[src/rtl/sfu_norm_pkg.sv]
// sfu_norm_pkg: shared widths and types for the SFU normalize arbiter
package sfu_norm_pkg;
  localparam int FRAC_W  = 27;
  localparam int MAN_W   = 23;
  localparam int EXP_W   = 8;
  localparam int EXP_TOP = 126;
  typedef struct packed {
    logic             sign;
    logic [EXP_W-1:0] exp;
    logic [MAN_W-1:0] man;
  } fp32_t;
  typedef struct packed {
    logic [FRAC_W-1:0] frac;
    logic              sign;
  } norm_req_t;
endpackage

[src/rtl/sfu_norm_lod.sv]
// sfu_norm_lod: leading-one detect and normalize of a 2^-1..2^-27 fraction to FP32 exp/man
// SFU_NORM_ROUND_EN selects round-to-nearest-even instead of truncation.
module sfu_norm_lod
  import sfu_norm_pkg::*;
(
  input  logic [FRAC_W-1:0] frac_i,
  output logic [MAN_W-1:0]  man_o,
  output logic [EXP_W-1:0]  exp_o,
  output logic              zero_o
);
  logic [4:0]        pos;
  logic [FRAC_W-1:0] sh;
  logic [EXP_W-1:0]  exp_t;
  always_comb begin
    pos = '0;
    for (int i = 0; i < FRAC_W; i++) pos = frac_i[i] ? 5'(i) : pos;
    sh = frac_i << (5'(FRAC_W) - pos);
  end
  assign zero_o = ~|frac_i;
  assign exp_t  = 8'(EXP_TOP - (FRAC_W - 1)) + {3'b0, pos};
`ifdef SFU_NORM_ROUND_EN
  logic [MAN_W:0] man_r;
  logic           inc;
  assign inc   = sh[FRAC_W-MAN_W-1] & ((|sh[FRAC_W-MAN_W-2:0]) | sh[FRAC_W-MAN_W]);
  assign man_r = {1'b0, sh[FRAC_W-1 -: MAN_W]} + {{MAN_W{1'b0}}, inc};
  assign man_o = zero_o ? '0 : man_r[MAN_W-1:0];
  assign exp_o = zero_o ? '0 : exp_t + {{(EXP_W-1){1'b0}}, man_r[MAN_W]};
`else
  assign man_o = zero_o ? '0 : sh[FRAC_W-1 -: MAN_W];
  assign exp_o = zero_o ? '0 : exp_t;
`endif
endmodule

[src/rtl/sfu_norm_arbiter.sv]
// sfu_norm_arbiter: round-robin share of one normalize datapath among N_REQ SFU pipelines
// Two-stage valid/ready pipeline; SFU_NORM_ROUND_EN enables RNE rounding in sfu_norm_lod.
module sfu_norm_arbiter
  import sfu_norm_pkg::*;
#(
  parameter  int N_REQ = 4,
  localparam int ID_W  = $clog2(N_REQ)
) (
  input  logic                    clk,
  input  logic                    rst_n,
  input  logic [N_REQ-1:0]        req_valid,
  output logic [N_REQ-1:0]        req_ready,
  input  logic [N_REQ*FRAC_W-1:0] req_frac,
  input  logic [N_REQ-1:0]        req_sign,
  output logic                    out_valid,
  input  logic                    out_ready,
  output logic [31:0]             out_data,
  output logic [ID_W-1:0]         out_id,
  output logic                    out_zero,
  output logic                    busy
);
  logic            s1_valid_q, s2_valid_q, s1_adv, s2_adv, found, xfer;
  logic            out_zero_q, lod_zero;
  logic [ID_W-1:0] rr_ptr_q, rr_ptr_d, grant, s1_id_q, out_id_q;
  logic [MAN_W-1:0] lod_man;
  logic [EXP_W-1:0] lod_exp;
  norm_req_t       s1_q;
  fp32_t           out_data_q, norm;
  int              idx;
  assign s2_adv = !s2_valid_q | out_ready;
  assign s1_adv = !s1_valid_q | s2_adv;
  // Walk offsets high to low so the nearest valid index at or after rr_ptr wins.
  always_comb begin
    found = 1'b0;
    grant = '0;
    idx   = 0;
    for (int i = N_REQ - 1; i >= 0; i--) begin
      idx   = int'(rr_ptr_q) + i;
      idx   = idx >= N_REQ ? idx - N_REQ : idx;
      found = req_valid[idx] ? 1'b1 : found;
      grant = req_valid[idx] ? ID_W'(idx) : grant;
    end
  end
  assign xfer      = found & s1_adv;
  assign rr_ptr_d  = int'(grant) == N_REQ - 1 ? '0 : grant + ID_W'(1);
  // Ready is masked by reset so it drops the moment rst_n falls.
  assign req_ready = (xfer & rst_n) ? N_REQ'(1) << grant : '0;
  sfu_norm_lod u_lod (
    .frac_i (s1_q.frac),
    .man_o  (lod_man),
    .exp_o  (lod_exp),
    .zero_o (lod_zero)
  );
  assign norm      = {s1_q.sign, lod_exp, lod_man};
  assign out_valid = s2_valid_q;
  assign out_data  = out_data_q;
  assign out_id    = out_id_q;
  assign out_zero  = out_zero_q;
  assign busy      = s1_valid_q | s2_valid_q;
  always_ff @(posedge clk or negedge rst_n) begin
    if (!rst_n) begin
      s1_valid_q <= 1'b0;
      s2_valid_q <= 1'b0;
      rr_ptr_q   <= '0;
      s1_q       <= '0;
      s1_id_q    <= '0;
      out_data_q <= '0;
      out_id_q   <= '0;
      out_zero_q <= 1'b0;
    end else begin
      if (s1_adv) s1_valid_q <= xfer;
      if (xfer) begin
        s1_q     <= {req_frac[int'(grant)*FRAC_W +: FRAC_W], req_sign[grant]};
        s1_id_q  <= grant;
        rr_ptr_q <= rr_ptr_d;
      end
      if (s2_adv) s2_valid_q <= s1_valid_q;
      if (s2_adv & s1_valid_q) begin
        out_data_q <= norm;
        out_id_q   <= s1_id_q;
        out_zero_q <= lod_zero;
      end
    end
  end
endmodule

[config.mk]
export PLATFORM = sky130hd
export DESIGN_NAME = sfu_norm_arbiter
export DESIGN_NICKNAME = d
export VERILOG_FILES = /design/src/rtl/sfu_norm_pkg.sv /design/src/rtl/sfu_norm_lod.sv /design/src/rtl/sfu_norm_arbiter.sv
export SDC_FILE = /design/constraint.sdc
export NUM_CORES = 1
export LEC_CHECK = 0
export CAP_MARGIN = 20
export CORE_ASPECT_RATIO = 0.8
export CORE_MARGIN = 3
export CORE_UTILIZATION = 28
export DETAILED_ROUTE_END_ITERATION = 10
export SLEW_MARGIN = 30
export SYNTH_ARGS = -nofsm -noshare
export SYNTH_HDL_FRONTEND = slang
export SYNTH_SLANG_ARGS = --single-unit
[constraint.sdc]
create_clock -name clk -period 6.1 [get_ports clk]
set_input_delay 0.915 -clock clk [delete_from_list [all_inputs] [get_ports clk]]
set_output_delay 0.915 -clock clk [all_outputs]
set_load 0.02 [all_outputs]
[Yosys cells after proc, flatten, opt, wreduce, memory -nomap -nowiden]
Cells that the tools add are included.
Cells by class
  add/sub/neg operators: 10
  multiply operators: 1
  divide/modulo/power cells: 0
  magnitude comparators: 9
  eq/ne operators: 1
  shift operators: 3
  mux-type cells: 56
  bitwise operators: 6
  reductions and logical operators: 4
Operator list (count)
  $lt A32 B4 Y1 const B: 4
  $mux W32: 4
  $mux W5: 25
  $shiftx A108 B8 Y27: 1
  $reduce_or A27 Y1: 1
  $shl A27 B5 Y27: 1
  $mux W23: 1
  $mux W1: 14
  $sub A3 B3 Y4 const B: 3
  $bmux W1 S2: 5
  $mux W2: 5
  $ge A3 B3 Y1 const B: 3
  $add A7 B5 Y8 const A: 1
  $mux W8: 1
  $mul A2 B5 Y7 const B: 1
  $add A2 B2 Y3 const B: 2
  $sub A5 B5 Y5 const A: 1
  $mux W4: 1
  $shl A1 B2 Y4 const A: 1
  $sub A2 B3 Y4 const B: 1
  $add A2 B1 Y3 const B: 1
  $and A1 B1 Y1: 3
  $ge A2 B3 Y1 const B: 1
  $logic_not A1 Y1: 3
  other kinds (4): 6
Word-level totals
  register bits after elaboration: 69
  bits in latches: 0
  memory bits (writable): 0
  ROM bits: 0
  input bits: 119
  output and inout port bits: 41
  word-level logic and storage cells: 101
  memories: 0

[Depth between registers and ports, before layout]
  depth after elaboration: 29
  gate-level depth with buffers: 15
  mapped depth without buffers: 13

[Cells and area by module]
Synthesis repeated with hierarchy kept, for this count alone.
Second synthesis, totals
  cells, all modules: 616
  area total of the unflattened synthesis: 5509.0 µm²
Modules (own cells, without submodules)
  sfu_norm_arbiter: instances 1, cells each 342, area each 3633.5 µm², seq. area each 1726.7 µm²
  sfu_norm_lod: instances 1, cells each 274, area each 1875.5 µm², seq. area each 0.0 µm²

[Least setup slack after synthesis]
Ideal clock, no wire load.
  path type: input to output
  start: input port req_valid[0]
  end: output port req_ready[0]
  arrival: 2.457 ns
  slack: 2.728 ns
  stages: 8
  path buffers: 2
  cells stage by stage: a21oi_1 > o21a_1 > o22a_1 > inv_1 > clkbuf_1 > buf_1 > ha_1 > and3_1
On the way
  word-level cells in the longest chain between the ends: 10
  elaborated cells between the ends (all ways): 24
RTL lines
  start, declared: line sfu_norm_arbiter.sv:11  | input logic [N_REQ-1:0] req_valid,
  $bmux W1 S2: line sfu_norm_arbiter.sv:40, sfu_norm_arbiter.sv:41
  $mux W1 (implied by the code) (2 in a row): line sfu_norm_arbiter.sv:40, sfu_norm_arbiter.sv:41
  $mux W1 (4 in a row): line sfu_norm_arbiter.sv:40  | found = req_valid[idx] ? 1'b1 : found;
  $and A1 B1 Y1: line sfu_norm_arbiter.sv:44  | assign xfer = found & s1_adv;
  $and A1 B1 Y1: line sfu_norm_arbiter.sv:47  | assign req_ready = (xfer & rst_n) ? N_REQ'(1) << grant : '0;
  $mux W4 (*): line sfu_norm_arbiter.sv:47
  end, declared: line sfu_norm_arbiter.sv:12  | output logic [N_REQ-1:0] req_ready,
Every way passes the cells marked *; elsewhere a longest branch is shown, timed or not. The select of a mux whose other input is x is not followed.

[Final worst setup path]
  start: input port req_valid[1]
  end: output port req_ready[0]
The elaborated chain is that of the path after synthesis.

==> results.ini <==
[setup_path]
crit_path_start_kind = input port
path_buf_inv = 3
critPathMaxStageDelay_ns = 0.54
cp_max_fo = 23
end_kind = primary output
crit_required_ns = 5.18
cp_top_family = buffers and inverters
arrival_ns = 3.69
cpMostUsedCell = clkdlybuf4s50_1
critPathKind = in2out
crit_slowest_cell = clkdlybuf4s50_1
worstPathCellList = clkdlybuf4s50_1 > a21oi_1 > o21a_1 > o22a_2 > clkinv_1 > ha_1 > and3_1 > clkdlybuf4s50_1

[placed_design]
place.gp.congestion = 0.861
hpwlAfterDp_um = 13300
portBuffers = 159

[power_and_ir_drop]
leakage_nw = 3.03
peakVddDrop_uv = 190
p_per_area_nw_per_um2 = 506

[clock_network]
cts_tree = done
cts-root-buf = clkbuf_16
clk-insertion-delay-late_ns = 0.34
cts_inserted_buffers = 9
hold_buffers = 0
cts_buffer_depth = 2
cts_resized = 0
cts.clk_slew.worst_paths_ns = 0.06
postCtsSetupRepairBufs = 0
htree_levels = 3
cts_sinks = 69

[floorplan]
die_area_um2 = 19900
die_h_um = 127
initial_utilization_pct = 29.1
fp-row-count = 43
core_area_um2 = 17600
pin_count = 160
die_width_um = 157

[yosys]
synthTopCellsByArea = dfrtp_1, nand2_1, o21ai_0
syn-cell-area_um2 = 5110
synth_cells = 659
synth_edf_count = 0
ys_seq_elements = 69
yosys_most_used_dff = dfrtp_1
synth_top_area_cell = dfrtp_1
postSynthAreaPerCell_um2 = 7.76
synth_fp_nets = 784
synthArstFlopShare_pct = 100
yosys-top-cells-count = nand2_1, nor2_1, dfrtp_1, o21ai_0, nand3_1
synth_most_common_cell = nand2_1
synth.distinct_cells = 66
yosysWarnings = 0
yosysSeqAreaShare_pct = 33.8
netlist.area_leader.share_pct = 33.8

[routing]
ant_nets = 0
vias_per_cell = 5.20
dr.pass1.iters = 5
drc = 0
drt_wl_total_um = 17500
drtIter0Drc = 439
num_vias = 5318
post_drt_wl_per_cell_um = 17.1

[timing]
whs_ns = 0.475
fmax_mhz = 217
max-slew-margin-rel_pct = 33.1
tightestPinTransition_ns = 0.991
fin_crit_ns = 4.60
period_share_pct = 75.4
setup_tns_ns = 0
slew_violations = 0
fin_skew_ns = 0.00532
hold_viol = 0
rsz0062_at_grt = false
setup_viol = 0

[cells_and_area]
syn2layout_area_growth_pct = 41.0
drive_gt1_share_pct = 7.03
final_nets = 918
num_antenna_cells = 0
fillerInstances = 1768

[global_routing]
grt_pass1_wl_um = 28300
grt_use_total_pct = 17.8
grt_start_max_net_pins = 49
grt_pass1_vias = 5065
overflow = 0
antenna_found_initial = 0

[status]
outcome = complete, no violations

[hold_path]
hold_class = reg2reg

[job]
drv_cap = 0

## cell type report
class                           instances  area [um2]  share of cell area, %
Clock buffer                           10         239                   3.32
Tap cell                              225         282                   3.91
Timing Repair Buffer                  166        1640                   22.8
Clock inverter                          5         108                   1.49
Multi-Input combinational cell        528        3140                   43.6
Inverter                               19        71.3                  0.989
Sequential cell                        69        1730                   24.0
## where the power goes
group	internal (W)	total (W)	switching, W	leakage (nW)
registers	0.000635	0.000849	0.000214	0.840
logic	0.000917	0.00218	0.00127	2.02
clock network	0.000410	0.000612	0.000202	0.169
total	0.00196	0.00364	0.00168	3.03
## worst min-delay path: cells and delay by family, from the launching register on
kind             cells  cell delay, ns
DFF                  1            0.34
and+or+nand+nor      2            0.10
## flip-flops by register name (all words and copies together), names as in the netlist, 2 cells and up
name and count:
s1_q 27, out_id 2, out_data 32, rr_ptr_q 2
s1_id_q 2
## layout by cell type, fill, tap and decap left out, types with 10 or more instances in the layout
cell               n
clkdlybuf4s50_1  158
nand2_1          150
nor2_1            77
dfrtp_1           69
o21ai_0           63
nand3_1           49
inv_1             17
mux2i_1           17
a21oi_1           16
o221ai_1          10
## cell families after synthesis
| family | share of synthesized area [%] |
|---|---|
| muxes | 10.4 |
| buffers and inverters | 5.31 |
| AOI/OAI and AO/OA | 21.3 |
| adders and majority gates | 1.47 |
| DFF | 33.8 |
| and+or+nand+nor | 27.8 |
## stage by stage
stage          power, W  util, %  std cells  area, um2  setup slack, ns
6_report        0.00364     41.0       1022       7210             1.50
5_1_grt         0.00391     41.0       1022       7210             1.30
4_1_cts         0.00364     40.9       1022       7200             1.49
3_5_place_dp    0.00301     38.9       1007       6850             1.50
3_3_place_gp    0.00300     38.9       1007       6850             1.54
2_1_floorplan   0.00230        -        659       5110             2.73
## path summary, 6_finish.rpt
kind,slack [ns],startpoint,cells after the start,to
worst max-delay path,1.50,req_valid[1],8,req_ready[0]
worst min-delay path,0.47,out_data[28],2,out_data[28]
worst max register to register,1.58,s1_q[8],12,out_data[22]
worst min register to register,0.47,out_data[28],2,out_data[28]
max in group asynchronous,4.69,rst_n,2,out_zero
min in group asynchronous,0.53,rst_n,1,out_data[28]
## routing by layer
layer	GRT usage, %	wire length [um]	share of wire, %
met5	0	0	0
met3	3.55	1050	6.0
met2	26.2	7860	45
met4	4.23	225	1.3
met1	26.7	8390	48
Note: power is estimated with default switching activity, not from simulation.
